===== src/rtl/hilo_capture.sv =====
// HI/LO result-capture stage behind the multiplier and divider.
// It waits out the product settle time or the divider handshake, then writes HI/LO and pulses done or err.
module hilo_capture #(
    parameter int SETTLE_CYCLES = 2,
    parameter int DIV_TIMEOUT   = 64
) (
    input  logic        clk,
    input  logic        clr,
    input  logic        start,
    input  logic [1:0]  op,
    input  logic [63:0] p_in,
    input  logic [31:0] q_in,
    input  logic [31:0] r_in,
    input  logic        div_ready,
    input  logic [31:0] wr_data,
    output logic        busy,
    output logic        done,
    output logic        err,
    output logic [31:0] hi_out,
    output logic [31:0] lo_out
);

    typedef enum logic [1:0] {
        IDLE    = 2'd0,
        SETTLE  = 2'd1,
        DIVWAIT = 2'd2
    } state_t;

    localparam logic [1:0] OP_MUL  = 2'b00;
    localparam logic [1:0] OP_DIV  = 2'b01;
    localparam logic [1:0] OP_MTHI = 2'b10;

    // Counters are loaded one short so that the final action lands on edge N after start.
    localparam logic [7:0] SETTLE_INIT = 8'(SETTLE_CYCLES - 1);
    localparam logic [7:0] DIV_INIT    = 8'(DIV_TIMEOUT - 1);

    state_t     state;
    logic [7:0] cnt;

    always_ff @(posedge clk or negedge clr) begin
        if (!clr) begin
            state  <= IDLE;
            cnt    <= '0;
            hi_out <= '0;
            lo_out <= '0;
            busy   <= 1'b0;
            done   <= 1'b0;
            err    <= 1'b0;
        end else begin
            done <= 1'b0;
            err  <= 1'b0;
            case (state)
                IDLE: begin
                    if (start) begin
                        case (op)
                            OP_MUL: begin
                                state <= SETTLE;
                                cnt   <= SETTLE_INIT;
                                busy  <= 1'b1;
                            end
                            OP_DIV: begin
                                state <= DIVWAIT;
                                cnt   <= DIV_INIT;
                                busy  <= 1'b1;
                            end
                            OP_MTHI: begin
                                hi_out <= wr_data;
                                done   <= 1'b1;
                            end
                            default: begin
                                lo_out <= wr_data;
                                done   <= 1'b1;
                            end
                        endcase
                    end
                end
                SETTLE: begin
                    if (cnt == 8'd0) begin
                        {hi_out, lo_out} <= p_in;
                        done  <= 1'b1;
                        state <= IDLE;
                        busy  <= 1'b0;
                    end else begin
                        cnt <= cnt - 8'd1;
                    end
                end
                DIVWAIT: begin
                    // A ready divider wins over an expiring timeout on the same edge.
                    if (div_ready) begin
                        lo_out <= q_in;
                        hi_out <= r_in;
                        done   <= 1'b1;
                        state  <= IDLE;
                        busy   <= 1'b0;
                    end else if (cnt == 8'd0) begin
                        err   <= 1'b1;
                        state <= IDLE;
                        busy  <= 1'b0;
                    end else begin
                        cnt <= cnt - 8'd1;
                    end
                end
                default: begin
                    state <= IDLE;
                    busy  <= 1'b0;
                end
            endcase
        end
    end

endmodule


===== config.mk =====
export PLATFORM = sky130hd
export DESIGN_NAME = hilo_capture
export DESIGN_NICKNAME = d
export VERILOG_FILES = /design/src/rtl/hilo_capture.sv
export SDC_FILE = /design/constraint.sdc
export NUM_CORES = 1
export LEC_CHECK = 0
export BUFFER_PORTS_ARGS = -buffer_cell sky130_fd_sc_hd__buf_4
export CAP_MARGIN = 20
export CORE_UTILIZATION = 46
export CTS_CLUSTER_SIZE = 24
export DETAILED_ROUTE_END_ITERATION = 8
export GPL_TIMING_DRIVEN = 0
export PLACE_DENSITY = 0.82
export SLEW_MARGIN = 40
export SYNTH_ARGS = -nofsm -noshare
export SYNTH_HDL_FRONTEND = slang
export SYNTH_SLANG_ARGS = --single-unit

===== constraint.sdc =====
create_clock -name clk -period 2.8 [get_ports clk]
set_input_delay 0 -clock clk [delete_from_list [all_inputs] [get_ports clk]]
set_output_delay 0 -clock clk [all_outputs]
set_load 0.01 [all_outputs]

# Word-level counts from Yosys, hierarchy flattened
# Index checks and enable logic that the tools add are counted.
[op_classes]
add_sub_neg = 1
eq_ne = 12
mux = 32
reduce_logical = 11
[ops]
columns = ["op", "n"]
rows = [
  ["2-to-1 mux 32 bit", 8],
  ["one-hot mux 32 bit (3 select lines)", 2],
  ["2-to-1 mux 8 bit", 3],
  ["one-hot mux 8 bit (3 select lines)", 1],
  ["one-hot mux 8 bit (2 select lines)", 1],
  ["inequality test 2 bit (second input constant)", 6],
  ["2-to-1 mux 1 bit", 10],
  ["AND reduction 5 bit", 2],
  ["logical NOT 8 bit", 1],
  ["subtractor 8 x 1 -> 8 bit (second input constant)", 1],
  ["2-to-1 mux 2 bit", 3],
  ["one-hot mux 1 bit (3 select lines)", 2],
  ["one-hot mux 2 bit (3 select lines)", 1],
  ["== test 2 x 1 -> 1 bit (second input constant)", 2],
  ["== test 2 bit (second input constant)", 2],
  ["logical NOT 2 bit", 2],
  ["one-hot mux 2 bit (2 select lines)", 1],
  ["AND reduction 2 bit", 2],
  ["AND reduction 4 bit", 1],
  ["inequality test 3 x 1 -> 1 bit (second input constant)", 1],
  ["nonzero test 3 bit", 1],
  ["OR reduction 3 bit", 1],
  ["inequality test 2 x 1 -> 1 bit (second input constant)", 1],
  ["OR reduction 2 bit", 1],
]
[word_totals]
regBits = 77
in_bits = 166
wordCells = 63

# Logic depth before layout (Yosys ltp)
[logic_depth]
ltp_word = 5
ltp_mapped = 8

# Worst setup path after synthesis
# OpenSTA, ideal clock, no wires.
[synth_timing]
kind = "register to register"
start = "reg cnt[0]"
end = "reg cnt[0]"
t_arrival_ps = 1920
required_ps = 2673
setup_slack_ps = 753
stages_incl_launch_ff = 8
path_cell_list = "dfrtp_1 > inv_1 > ha_1 > or4b_4 > nor3_4 > or2_0 > buf_2 > mux2_1"
[synth_between]
elab_chain_cells = 4
word_cells_on_any_way = 5
[synth_rtl]
columns = ["item", "line_no", "text"]
rows = [
  ["start, declared", "38", "logic [7:0] cnt;"],
  ["start signal, assigned", "84", "cnt <= cnt - 8'd1;"],
  ["start signal, assigned", "100", "cnt <= cnt - 8'd1;"],
  ["subtractor 8 x 1 -> 8 bit or logical NOT 8 bit (tied branches)", "n/a", ""],
  ["2-to-1 mux 8 bit (*)", "78, 95", ""],
  ["2-to-1 mux 8 bit", "89", "if (div_ready) begin"],
  ["one-hot mux 8 bit (3 select lines) (*)", "52", "case (state)"],
]
# Every way passes the cells marked *; elsewhere a longest branch is shown, timed or not. The select of a mux whose other input is x is not followed.
# A chain may end at the register's enable or synchronous reset.

# Worst setup path after layout
[layout_timing]
start = "reg state[1]"
end = "reg hi_out[11]"
[layout_between]
elab_chain_cells = 3
word_cells_on_any_way = 10
[layout_rtl]
columns = ["item", "line_no", "text"]
rows = [
  ["start, declared", "37", "state_t state;"],
  ["start signal, assigned", "42", "state <= IDLE;"],
  ["start signal, assigned", "57", "state <= SETTLE;"],
  ["start signal, assigned", "62", "state <= DIVWAIT;"],
  ["== test 2 x 1 -> 1 bit, or another cell as far along", "52", ""],
  ["inequality test 2 bit (no source line), or another cell as far along", "n/a", ""],
  ["AND reduction 5 bit (no source line)", "n/a", ""],
  ["end signal, assigned", "67", "hi_out <= wr_data;"],
  ["end signal, assigned", "79", "{hi_out, lo_out} <= p_in;"],
  ["end signal, assigned", "91", "hi_out <= r_in;"],
  ["end, declared", "19", "output logic [31:0] hi_out,"],
]
# Several ways; a longest one is shown, not always the timed one.

==> summary.md <==
| Metric | Value |
|---|---|
| Tmin final | roughly 2.6 ns |
| DP Area | approximately 0.0063 mm2 |
| Number of DRC markers in iteration 0 | a little under 200 |
| Die height | around 100 um |
| CTS Buf Count | 9 |
| Leak Pwr | around 3.2 nW |
| Outcome | finished clean |
| Initial core utilization | between 40% and 50% |
| Core box area | slightly above 0.009 mm2 |
| Top_reg_cell synth | dfrtp_1 |
| # rows | 35 |
| Cell Pwr Density | approximately 1200 mW/mm2 |
| Layout area overhead | 49.10% |
| Die width | about 100 um |
| P_int | 4.655 mW |
| GRT Total Usage | between 20% and 30% |
| Setup total negative slack | 0 ns |
| Synthesis-stage register bit count | 77 |
| Placed cells | just under 800 |
| Post-CTS Setup Repair Bufs | 0 |
| Initial antenna violation count | 0 |
| Final Instance Count excl. Fillers | approximately 800 |
| Critical path fanouts, max | 10 |
| Setup WS post-layout | between 0.2 and 0.25 ns |
| WP buf/inv | 4 |
| Synth Cell Area | between 0.004 and 0.005 mm2 |
| Max H-tree Level | 3 |
| Clk root buf | clkbuf_8 |
| Most common cell after layout, fill and taps aside | buf_4 |
| Dpl ws | slightly above 0.05 ns |
| Mean Syn Cell Area | 10.60 um2 |
| Asr flop ratio synth | between 90% and 100% |
| Final Net Count | between 800 and 900 |
| # port buffers | around 230 |
| Period Utilization, post-route | a little over 90% |
| Die Area | ~0.01 mm2 |
| Psw | 3.128 mW |
| Fin. Hold Viols | 0 |
| Worst clock skew | 0.01671 ns |
| RSZ-0062 raised after global routing | no |
| Wirelength, routed | approximately 15 mm |
| Design Power | just under 8 mW |
| CTS tree | yes |
| Layout cells sized above 1 | approximately half |
| Worst vdd ir | around 0.55 mV |
| Global route overflow | 0 |
| Clock power frac | a little over an eighth |
| CP most frequent cell | clkbuf_1 |
| Max-Cap Viols | 0 |
| Crit-path max cell delay | between 0.4 and 0.5 ns |
| Largest net degree at the start of global routing | approximately 80 |
| DRT Pass-1 Iters | 5 |
| Worst setup SP type | flip-flop |
| Max Root-Sink Buffers | 2 |
| Avg WL per Cell | around 19 um |
| Comb pwr share | between 60% and 70% |
| Setup violators final | 0 |
| WP data required | ~3.0 ns |
| Mapped Cells | roughly 420 |
| Sequential-to-total area share from yosys stat | 43.50% |
| Slew Limit Fails | 0 |
| Antenna Violating Nets Remaining | 0 |
| Slew headroom | a little over half |
| Cell at the slowest stage of the critical path | dfrtp_1 |
| Kind of critical path | reg2reg |
| Reg clk slew, reported paths | approximately 0.090 ns |
| Detailed Place HPWL | 11.20 mm |
| Crit path cell chain | inv_1 > ha_1 > clkbuf_1 > clkbuf_2 > clkbuf_1 > a21oi_1 > mux2_4 |
| Fmax | 385.1 MHz |
| Most frequent cells in the layout | buf_4, dfrtp_1, a21oi_1 |
| Worst slew pin tran | approximately 0.7 ns |
| Via density | roughly 5.6 |
| Remaining DRCs | 0 |
| Clock sinks | 77 |
| Worst Hold Class | in2reg |
| EDFF count, synth | 0 |
| First-pass GRT wire length | ~23 mm |
| Reg power frac | between 20% and 30% |
| Sw Ratio | between 40% and 50% |
| Vias post-DR | approximately 4500 |
| Synth Warn # | 0 |
| Total inserted antenna cells | 0 |
| Post-Layout Inst Area | between 0.006 and 0.007 mm2 |
| Vias in the first global route | roughly 4600 |
| Net count after synthesis | between 500 and 600 |
| RePlAce Congestion | about 0.87 |
| Worst-Skew Late Latency | approximately 0.35 ns |
| Element type at the critical path end | flip-flop |
| Distinct cell type count of the synthesized netlist | 45 |
| Delay-heaviest family, CP | buffers and inverters |
| Crit path DAT | 2.83 ns |
| # IOs | around 230 |
-- cell families (layout without fill, tap and decap cells) --
logic type	Yosys count	count (layout)	share of synthesized area, %
fa+ha+maj	5	5	1.412
buf+inv	45	294	4.859
simple gates	72	72	8.249
mux	67	67	19.60
flops	77	77	43.50
compound gates	152	152	22.37
-- through the flow --
| stage | hold slack [ns] | util [%] |
|---|---|---|
| 5_1_grt | 0.04419 | 71.13 |
| 2_1_floorplan | -0.2956 | - |
| 4_1_cts | 0.02858 | 71.12 |
| 3_3_place_gp | 0.2116 | 68.21 |
| 3_5_place_dp | 0.07489 | 68.25 |
| 6_report | 0.03560 | 71.13 |
-- per-layer routing --
| layer | up-vias | GRT usage [%] | wire length (um) |
|---|---|---|---|
| met5 | - | 0 | 0 |
| met4 | 0 | 10.81 | 284 |
| met3 | 25 | 4.526 | 892 |
| met2 | 216 | 53.37 | 7857 |
| met1 | 2187 | 36.72 | 6003 |
| li1 | 2046 | - | - |
-- synth_stat cells, types with 4 or more instances --
library cell | number | share of area (%)
buf_6 | 6 | 1.5
o21ai_0 | 4 | 0.45
clkbuf_1 | 23 | 1.9
nand3_1 | 4 | 0.45
mux2_4 | 31 | 11
nor3_1 | 6 | 0.68
buf_1 | 5 | 0.42
a22oi_1 | 64 | 11
nand2_1 | 9 | 0.76
a21oi_1 | 66 | 7.5
inv_1 | 10 | 0.85
dfrtp_1 | 77 | 44
mux2_2 | 33 | 8.4
ha_1 | 5 | 1.4
nor2_1 | 36 | 3.1
-- flip-flops by register name, indices dropped and copies added, names as in the netlist --
register	flops
cnt	8
err	1
hi_out	32
lo_out	32
done	1
state	2
busy	1
-- power by group through the flow --
stage	clock network, mW	logic (mW)	registers [mW]
6_report	1.03	4.71	2.04
5_1_grt	1.09	5.09	2.09
4_1_cts	1.05	4.71	2.03
3_5_place_dp	0	4.69	2.03
3_3_place_gp	0	4.56	2.00
2_1_floorplan	0	2.70	2.22
-- tightest hold or removal path, cell delays in order --
cell and delay [ns]:
buf_4 0.11, nor3_1 0.07, a21o_1 0.15
-- cell type report --
cell class / instances / area, um2
timing repair buffer: 234 / 1765
sequential: 77 / 1927
multi-input combinational: 296 / 2287
clock inverter: 4 / 95.09
clock buffer: 11 / 151.4
fill: 723 / 2680
buffer: 35 / 178.9
inverter: 10 / 37.54
tap: 129 / 161.4
-- path summary, 6_finish.rpt --
check                         start          to  slack [ns]  cells after the start
max                        state[1]  hi_out[11]        0.20                      7
min                           op[1]        busy        0.04                      3
max reg2reg                state[1]  hi_out[11]        0.20                      7
min reg2reg                    busy        busy        0.50                      1
max in group asynchronous       clr   hi_out[0]        2.08                      2
min in group asynchronous       clr         err        0.25                      2
-- repair_timing --
item	4_1_cts	5_1_grt
setup endpoints to repair	0	24
endpoints found under the hold margin	79	0
hold buffers	2	0
resized for setup	0	2
(Power assumes the default switching activity.)
